<file path="config.mk">
export PLATFORM = sky130hd
export DESIGN_NAME = mem_port_arbiter
export DESIGN_NICKNAME = d
export VERILOG_FILES = /design/src/rtl/mem_port_arbiter.sv
export SDC_FILE = /design/constraint.sdc
export NUM_CORES = 1
export LEC_CHECK = 0
export BUFFER_PORTS_ARGS = -buffer_cell sky130_fd_sc_hd__buf_4
export CAP_MARGIN = 30
export CORE_AREA = 2 2 121 123
export DETAILED_ROUTE_END_ITERATION = 16
export DIE_AREA = 0 0 123 125
export PLACE_DENSITY = 0.87
export RECOVER_POWER = 25
export SYNTH_ARGS = -nofsm -noshare
export SYNTH_HDL_FRONTEND = slang
export SYNTH_SLANG_ARGS = --single-unit
</file>
<file path="constraint.sdc">
create_clock -name clk -period 3.2 [get_ports clk]
set_input_delay 0.16 -clock clk [delete_from_list [all_inputs] [get_ports clk]]
set_output_delay 0.16 -clock clk [all_outputs]
set_load 0.005 [all_outputs]
</file>
<file path="src/rtl/mem_port_arbiter.sv">
// Round-robin arbiter sharing one memory port between two requesters; one full
// transaction (request, memory access, response) is in flight at a time.

typedef enum logic [2:0] {mt_b, mt_bu, mt_h, mt_hu, mt_w, mt_x} ME_MaskType;
typedef enum logic {me_rd, me_wr} ME_AccessType;

typedef struct packed {
    logic [31:0]  addrin;
    logic [31:0]  datain;
    ME_MaskType   mask;
    ME_AccessType req;
} CUtoME_IF;

typedef struct packed {
    logic [31:0] loadeddata;
} MEtoCU_IF;

module mem_port_arbiter (
    input  logic     clk,
    input  logic     rst,
    input  CUtoME_IF req0,
    input  CUtoME_IF req1,
    input  logic     req0_notify,
    input  logic     req1_notify,
    output logic     req0_sync,
    output logic     req1_sync,
    output MEtoCU_IF resp0,
    output MEtoCU_IF resp1,
    input  logic     resp0_notify,
    input  logic     resp1_notify,
    output logic     resp0_sync,
    output logic     resp1_sync,
    output CUtoME_IF mem_req,
    output logic     mem_req_notify,
    input  logic     mem_req_sync,
    input  MEtoCU_IF mem_resp,
    output logic     mem_resp_notify,
    input  logic     mem_resp_sync
);
    typedef enum logic [2:0] {IDLE, MREQ, MRESP, RESP, DONE} state_t;

    localparam CUtoME_IF REQ_RST = '{addrin: 32'h0, datain: 32'h0, mask: mt_w, req: me_rd};

    state_t   state, stateNxt;
    logic     last, lastNxt;
    CUtoME_IF memReqR, memReqNxt;
    logic     memReqNotifyR, memReqNotifyNxt;
    logic     memRespNotifyR, memRespNotifyNxt;
    logic [1:0] reqSyncR, reqSyncNxt;
    logic [1:0] respSyncR, respSyncNxt;
    MEtoCU_IF dataR, dataNxt;
    logic     grantSel;

    // last also names the requester owning the current transaction
    always_comb begin
        stateNxt         = state;
        lastNxt          = last;
        memReqNxt        = memReqR;
        memReqNotifyNxt  = memReqNotifyR;
        memRespNotifyNxt = memRespNotifyR;
        reqSyncNxt       = 2'b00;
        respSyncNxt      = 2'b00;
        dataNxt          = dataR;
        grantSel         = (req0_notify && req1_notify) ? !last : req1_notify;
        case (state)
            IDLE: begin
                if (req0_notify || req1_notify) begin
                    memReqNxt       = grantSel ? req1 : req0;
                    reqSyncNxt      = grantSel ? 2'b10 : 2'b01;
                    memReqNotifyNxt = 1'b1;
                    lastNxt         = grantSel;
                    stateNxt        = MREQ;
                end
            end
            MREQ: begin
                if (mem_req_sync) begin
                    memReqNotifyNxt  = 1'b0;
                    memRespNotifyNxt = 1'b1;
                    stateNxt         = MRESP;
                end
            end
            MRESP: begin
                if (mem_resp_sync) begin
                    dataNxt          = mem_resp;
                    memRespNotifyNxt = 1'b0;
                    stateNxt         = RESP;
                end
            end
            RESP: begin
                if (last ? resp1_notify : resp0_notify) begin
                    respSyncNxt = last ? 2'b10 : 2'b01;
                    stateNxt    = DONE;
                end
            end
            DONE:    stateNxt = IDLE;
            default: stateNxt = IDLE;
        endcase
    end

    always_ff @(posedge clk or posedge rst) begin
        if (rst) begin
            state          <= IDLE;
            last           <= 1'b1;
            memReqR        <= REQ_RST;
            memReqNotifyR  <= 1'b0;
            memRespNotifyR <= 1'b0;
            reqSyncR       <= 2'b00;
            respSyncR      <= 2'b00;
            dataR          <= '0;
        end else begin
            state          <= stateNxt;
            last           <= lastNxt;
            memReqR        <= memReqNxt;
            memReqNotifyR  <= memReqNotifyNxt;
            memRespNotifyR <= memRespNotifyNxt;
            reqSyncR       <= reqSyncNxt;
            respSyncR      <= respSyncNxt;
            dataR          <= dataNxt;
        end
    end

    assign req0_sync       = reqSyncR[0];
    assign req1_sync       = reqSyncR[1];
    assign resp0_sync      = respSyncR[0];
    assign resp1_sync      = respSyncR[1];
    assign resp0           = dataR;
    assign resp1           = dataR;
    assign mem_req         = memReqR;
    assign mem_req_notify  = memReqNotifyR;
    assign mem_resp_notify = memRespNotifyR;

endmodule

</file>
==> results.json, run 1 <==
{
  "vias_per_cell": 4.94,
  "die_h_microns": 125,
  "holdPathStages": 2,
  "die-area_sq_um": 15400,
  "antenna_found_initial": 0,
  "clockBufferDepth": 2,
  "synth.area.top_cells": "dfrtp_1 49%, mux2i_1 13%, a2bb2oi_1 7.6%",
  "regToRegStartpoint": "last",
  "reg2reg_slack_ps": 1120,
  "rsz0062_at_grt": "false",
  "cts-buffers-inserted": 9,
  "ys_warn_count": 0,
  "synth_top_area_share_pct": 48.6,
  "status": "finished clean",
  "final_max_slew_viol_count": 0,
  "synth_fp_nets": 620,
  "worstSetupPathType": "reg2reg",
  "drcViolationCount": 0,
  "holdPathEnd": "resp0[9]",
  "setup_viol": 0,
  "multiInputGateArea_sq_um": 2400,
  "skew_ps": 6.82,
  "ir_drop_mv": 0.454,
  "yosys.area.top_type": "dfrtp_1",
  "stdcell_area_sq_um": 8000,
  "slew_headroom_pct": 38.2,
  "hp-start": "mem_resp[9]",
  "cp_max_fo": 38,
  "fin_util_pct": 56.3,
  "maxCapViolCount": 0,
  "finalHoldViolations": 0,
  "finalHoldWorstSlack_ps": 48.8,
  "grt_pass1_wl_mm": 23.3,
  "pwr-share-clk_pct": 14.6,
  "final_nets": 885,
  "dp_hpwl_mm": 11.0,
  "cp_data_arrival_time_ps": 2260,
  "grt_pass1_vias": 4393,
  "synth_cells": 444,
  "ys_types": 28,
  "n_antenna_cell": 0,
  "antenna_left": 0,
  "drt-total-wl_mm": 15.1,
  "cts.sinks": 110,
  "port_buffers": 313,
  "power_frac_comb_pct": 48.1,
  "ios": 314,
  "required_ps": 3380,
  "post-route-period-util_pct": 65.0,
  "drive_gt1_share_pct": 52.3,
  "p_sw_share_pct": 33.0,
  "clk_pin_slew_worst_paths_ps": 70,
  "synth_seq_cells": 110,
  "grt_max_degree": 72,
  "grt_usage_pct": 19.6,
  "max_freq_mhz": 481,
  "place_congestion": 0.768,
  "leakagePower_nw": 3.91,
  "dr.pass1.iters": 4,
  "root_buffer": "clkbuf_16",
  "syn_area_per_cell_sq_um": 12.5,
  "period_minus_slack_ps": 2080,
  "fp.dieW_microns": 123,
  "final_cells": 897,
  "n_fill_cell": 1246,
  "design.core.area_sq_um": 14200,
  "pwr-share-seq_pct": 37.4,
  "vias": 4427,
  "endpoint_kind": "register",
  "internal_power_mw": 4.60,
  "seq_area_frac_synth_pct": 49.5,
  "clk_latency_ps": 340,
  "cts_tree": "done",
  "post-cts-setup-buffer-count": 0,
  "synthesis.area_sq_um": 5560,
  "seq_area_sq_um": 2760,
  "hold_path_class": "in2reg",
  "worstReg2RegEnd": "mem_req[57]",
  "initial_core_util_pct": 39.2,
  "worst_r2r_path_depth": 4,
  "drt_iter0_drc": 186,
  "grt-ovfl-total": 0,
  "wl_per_cell_microns": 16.8,
  "power_density_nw_per_um2": 858,
  "worstMarginPinSlew_ps": 927,
  "dp.cells": 881,
  "p_switching_mw": 2.26,
  "synthToLayoutAreaGrowth_pct": 43.8,
  "h-tree-depth": 3,
  "num_rows": 44,
  "final.setup.tns_ps": 0,
  "postPlaceCellArea_sq_um": 7820,
  "critPathLaunchType": "register"
}
[metal layers]
metal	share of wire [%]	up-vias	wire length (microns)	global-route usage, %
li1	-	2074	-	-
met1	37	2120	5540	22.2
met2	52	211	7820	34.4
met3	9.2	22	1390	5.89
met4	2.3	0	347	7.29
met5	0	-	0	0
[repair_timing]
item | in CTS | in global routing
resized for setup | 0 | 0
hold buffers | 1 | 0
hold endpoints to repair | 6 | 0
[worst max-delay path by stage]
stage | start | endpoint | slack [ps]
6_report | last | mem_req[57] | 1120
3_5_place_dp | last | mem_req[57] | 1110
5_1_grt | last | mem_req[57] | 990
3_3_place_gp | last | mem_req[48] | 1210
2_1_floorplan | rst | mem_req[0] | 140
4_1_cts | last | mem_req[57] | 1120
[critical path, cell delays in order (launching register included)]
cell	delay, ps
dfstp_2	560
a21bo_4	600
buf_12	320
mux2i_1	290
a2bb2oi_1	110
[cells in the mapped netlist, drive strengths merged]
master   count
a21oi        6
o311ai       1
nand3b       3
nor2         5
or2          1
a2bb2oi     68
and3         1
and2         1
nor2b        1
nor4         1
dfstp        2
buf         52
a21bo        2
dfrtp      108
inv          1
nand2        1
or4b         1
clkbuf      15
o21ai        1
nor3         1
mux2i       70
a31oi        1
nand2b      65
mux2        32
or2b         4
[flip-flops by register name, indices dropped and copies added (netlist names)]
signal,count
reqSyncR,2
last,1
mem_resp_notify,1
mem_req,68
mem_req_notify,1
state,3
resp0,32
respSyncR,2
[cell type report]
cell class	instances	share of cell area, %
flip-flops and latches	110	34.4
clock buffers	10	2.86
well taps	184	2.88
multi-input cells	266	30.0
clock inverters	5	0.344
repair buffers	321	29.4
inverters	1	0.0782
[kinds of logic after synthesis]
kind of cell | count (synthesis) | synth area share (%)
flip-flops | 110 | 49.5
buffers and inverters | 68 | 7.47
AND/OR/NAND/NOR | 85 | 9.70
AO/OA/AOI/OAI | 79 | 14.2
multiplexers | 102 | 19.1
[power by group through the flow]
stage / clock [mW] / combinational, mW / sequential, mW
3_3_place_gp: 0 / 3.43 / 2.58
6_report: 0.999 / 3.30 / 2.56
3_5_place_dp: 0 / 3.51 / 2.58
2_1_floorplan: 0 / 1.99 / 2.55
4_1_cts: 1.04 / 3.49 / 2.58
5_1_grt: 1.11 / 3.58 / 2.66
[per-stage QoR]
step                worst slack, ps  total power, mW
CTS                            1120             7.12
finish                         1120             6.86
global route                    992             7.34
floorplan                       141             4.53
detailed placement             1110             6.09
global placement               1210             6.01
[layout by cell type (no fill, tap or decap), types with 2 or more instances in the layout]
cell / instances
a21oi_1: 6
a2bb2oi_1: 48
a2bb2oi_2: 20
buf_12: 2
buf_4: 231
clkbuf_1: 23
clkbuf_16: 9
clkbuf_4: 64
clkinv_2: 4
dfrtp_1: 108
dfstp_2: 2
mux2_2: 32
mux2i_1: 70
nand2b_1: 65
nand3b_1: 3
nor2_1: 4
or2b_1: 4
Power figures use the tool's default switching activity.
==> inputs of run 2 (changes only) <==
Settings changed: PLACE_DENSITY 0.87 to 0.84.
Clock period 3.2 ns to 2.1 ns, I/O delays scaled along.
==> run 2 against run 1 <==
Effect of this change: critical path depth did not move; first-iteration DRC count grew 0.54%; critical endpoint is now mem_req[64]; setup slack lost 720 ps; routed wire length is 11% higher; cell count grew 3.8%; highest routed layer unchanged.
==> results.json, run 2 (synthesis gave the netlist of run 1 again) <==
{
  "die-area_sq_um": 15400,
  "clk_pin_slew_worst_paths_ps": 80,
  "leakagePower_nw": 4.15,
  "worstSetupPathType": "reg2reg",
  "drt-total-wl_mm": 16.8,
  "initial_core_util_pct": 39.2,
  "max_freq_mhz": 590,
  "post-route-period-util_pct": 80.8,
  "final_nets": 918,
  "skew_ps": 9.97,
  "port_buffers": 313,
  "drt_iter0_drc": 187,
  "vias_per_cell": 4.97,
  "postPlaceCellArea_sq_um": 7890,
  "wl_per_cell_microns": 18.0,
  "endpoint_kind": "register",
  "cts-buffers-inserted": 9,
  "num_rows": 44,
  "ios": 314,
  "p_sw_share_pct": 33.5,
  "vias": 4630,
  "status": "finished clean",
  "grt_max_degree": 111,
  "fp.dieW_microns": 123,
  "h-tree-depth": 3,
  "cp_max_fo": 35,
  "root_buffer": "clkbuf_16",
  "setup_viol": 0,
  "largest_register_ffs": 68,
  "grt_usage_pct": 21.5,
  "busiest_layer": "met2",
  "p_switching_mw": 3.73,
  "ir_drop_mv": 0.664,
  "pwr-share-clk_pct": 15.2,
  "slew_headroom_pct": 61.0,
  "clockBufferDepth": 2,
  "final.setup.tns_ps": 0,
  "cts_resized": 0,
  "internal_power_mw": 7.40,
  "maxCapViolCount": 0,
  "grt_pass1_vias": 5015,
  "antenna_found_initial": 0,
  "pwr-share-seq_pct": 36.0,
  "finalHoldWorstSlack_ps": 27.8,
  "dr.pass1.iters": 5,
  "synthToLayoutAreaGrowth_pct": 52.4,
  "cts.sinks": 110,
  "design.core.area_sq_um": 14200,
  "required_ps": 2360,
  "grt_use_met1_pct": 23.8,
  "grt_use_met2_pct": 39.4,
  "n_antenna_cell": 0,
  "drcViolationCount": 0,
  "cp_data_arrival_time_ps": 1960,
  "met3_usage_pct": 5.38,
  "grt-ovfl-total": 0,
  "die_h_microns": 125,
  "antenna_left": 0,
  "grt_pass1_wl_mm": 25.7,
  "power_density_nw_per_um2": 1310,
  "layout_commonest_cell": "buf_4",
  "setup_ws_ps": 404,
  "critPathLaunchType": "register",
  "hold_path_class": "in2reg",
  "rsz0062_at_grt": "false",
  "finalHoldViolations": 0,
  "dp_hpwl_mm": 11.7,
  "power_frac_comb_pct": 48.8,
  "worstMarginPinSlew_ps": 585,
  "pre_cts_ws_ps": 430,
  "place_congestion": 0.820,
  "stdcell_area_sq_um": 8470,
  "clk_latency_ps": 340,
  "period_minus_slack_ps": 1700,
  "cts_tree": "done",
  "drive_gt1_share_pct": 52.6,
  "layout_common_cells": "288 x buf_4, 108 x dfrtp_1, 70 x mux2i_1, 65 x nand2b_1, 48 x a2bb2oi_1",
  "final_max_slew_viol_count": 0
}
-- run 2: final cells by class --
| cell class | count | area, sq um |
|---|---|---|
| clock buffer | 9 | 225 |
| fill | 1159 | 5730 |
| multi-input combinational | 266 | 2400 |
| clock inverter | 7 | 71.3 |
| timing repair buffer | 354 | 2790 |
| tap | 184 | 230 |
| inverter | 1 | 5.00 |
| sequential | 110 | 2760 |
-- run 2: what timing repair did --
action / 4_1_cts / 5_1_grt
endpoints found under the hold margin: 138 / 1
hold buffers: 31 / 1
setup buffers: 0 / 0
-- run 2: power by group through the flow --
stage          clock network [mW]  logic (mW)  registers (mW)
2_1_floorplan                   0        3.03            3.88
3_3_place_gp                    0        5.33            3.96
3_5_place_dp                    0        5.47            4.01
4_1_cts                      1.76        5.50            4.00
5_1_grt                      1.84        5.81            4.14
6_report                     1.70        5.43            4.01
-- run 2: final timing paths --
| kind | start | endpoint | slack (ps) | cells past startpoint |
|---|---|---|---|---|
| setup reg to reg | state[0] | mem_req[64] | 400 | 4 |
| hold / removal | mem_resp[29] | resp0[29] | 30 | 2 |
| hold reg to reg | mem_req[3] | mem_req[3] | 520 | 1 |
| max in group asynchronous | rst | mem_req[10] | 1160 | 4 |
| setup / recovery | state[0] | mem_req[64] | 400 | 4 |
| min in group asynchronous | rst | resp0[17] | 510 | 4 |
-- run 2: metal layers --
| layer | part of all wire, % | vias up | routed length [microns] |
|---|---|---|---|
| li1 | - | 2144 | - |
| met1 | 37 | 2256 | 6260 |
| met2 | 53 | 201 | 8850 |
| met3 | 7.2 | 29 | 1210 |
| met4 | 2.6 | 0 | 439 |
| met5 | 0 | - | 0 |
-- run 2: per-stage QoR --
step,power (mW),instances,utilization (%)
after floorplan,6.91,444,-
after global placement,9.29,883,55.5
after detailed placement,9.49,883,55.5
after CTS,11.3,930,59.8
after global routing,11.8,931,59.7
final,11.1,931,59.7
-- run 2: worst max-delay path: stages, from the launching register on --
cell       delay (ps)
dfrtp_1           500
nor3_4            270
and2_2            210
buf_4             390
a2bb2oi_1         220
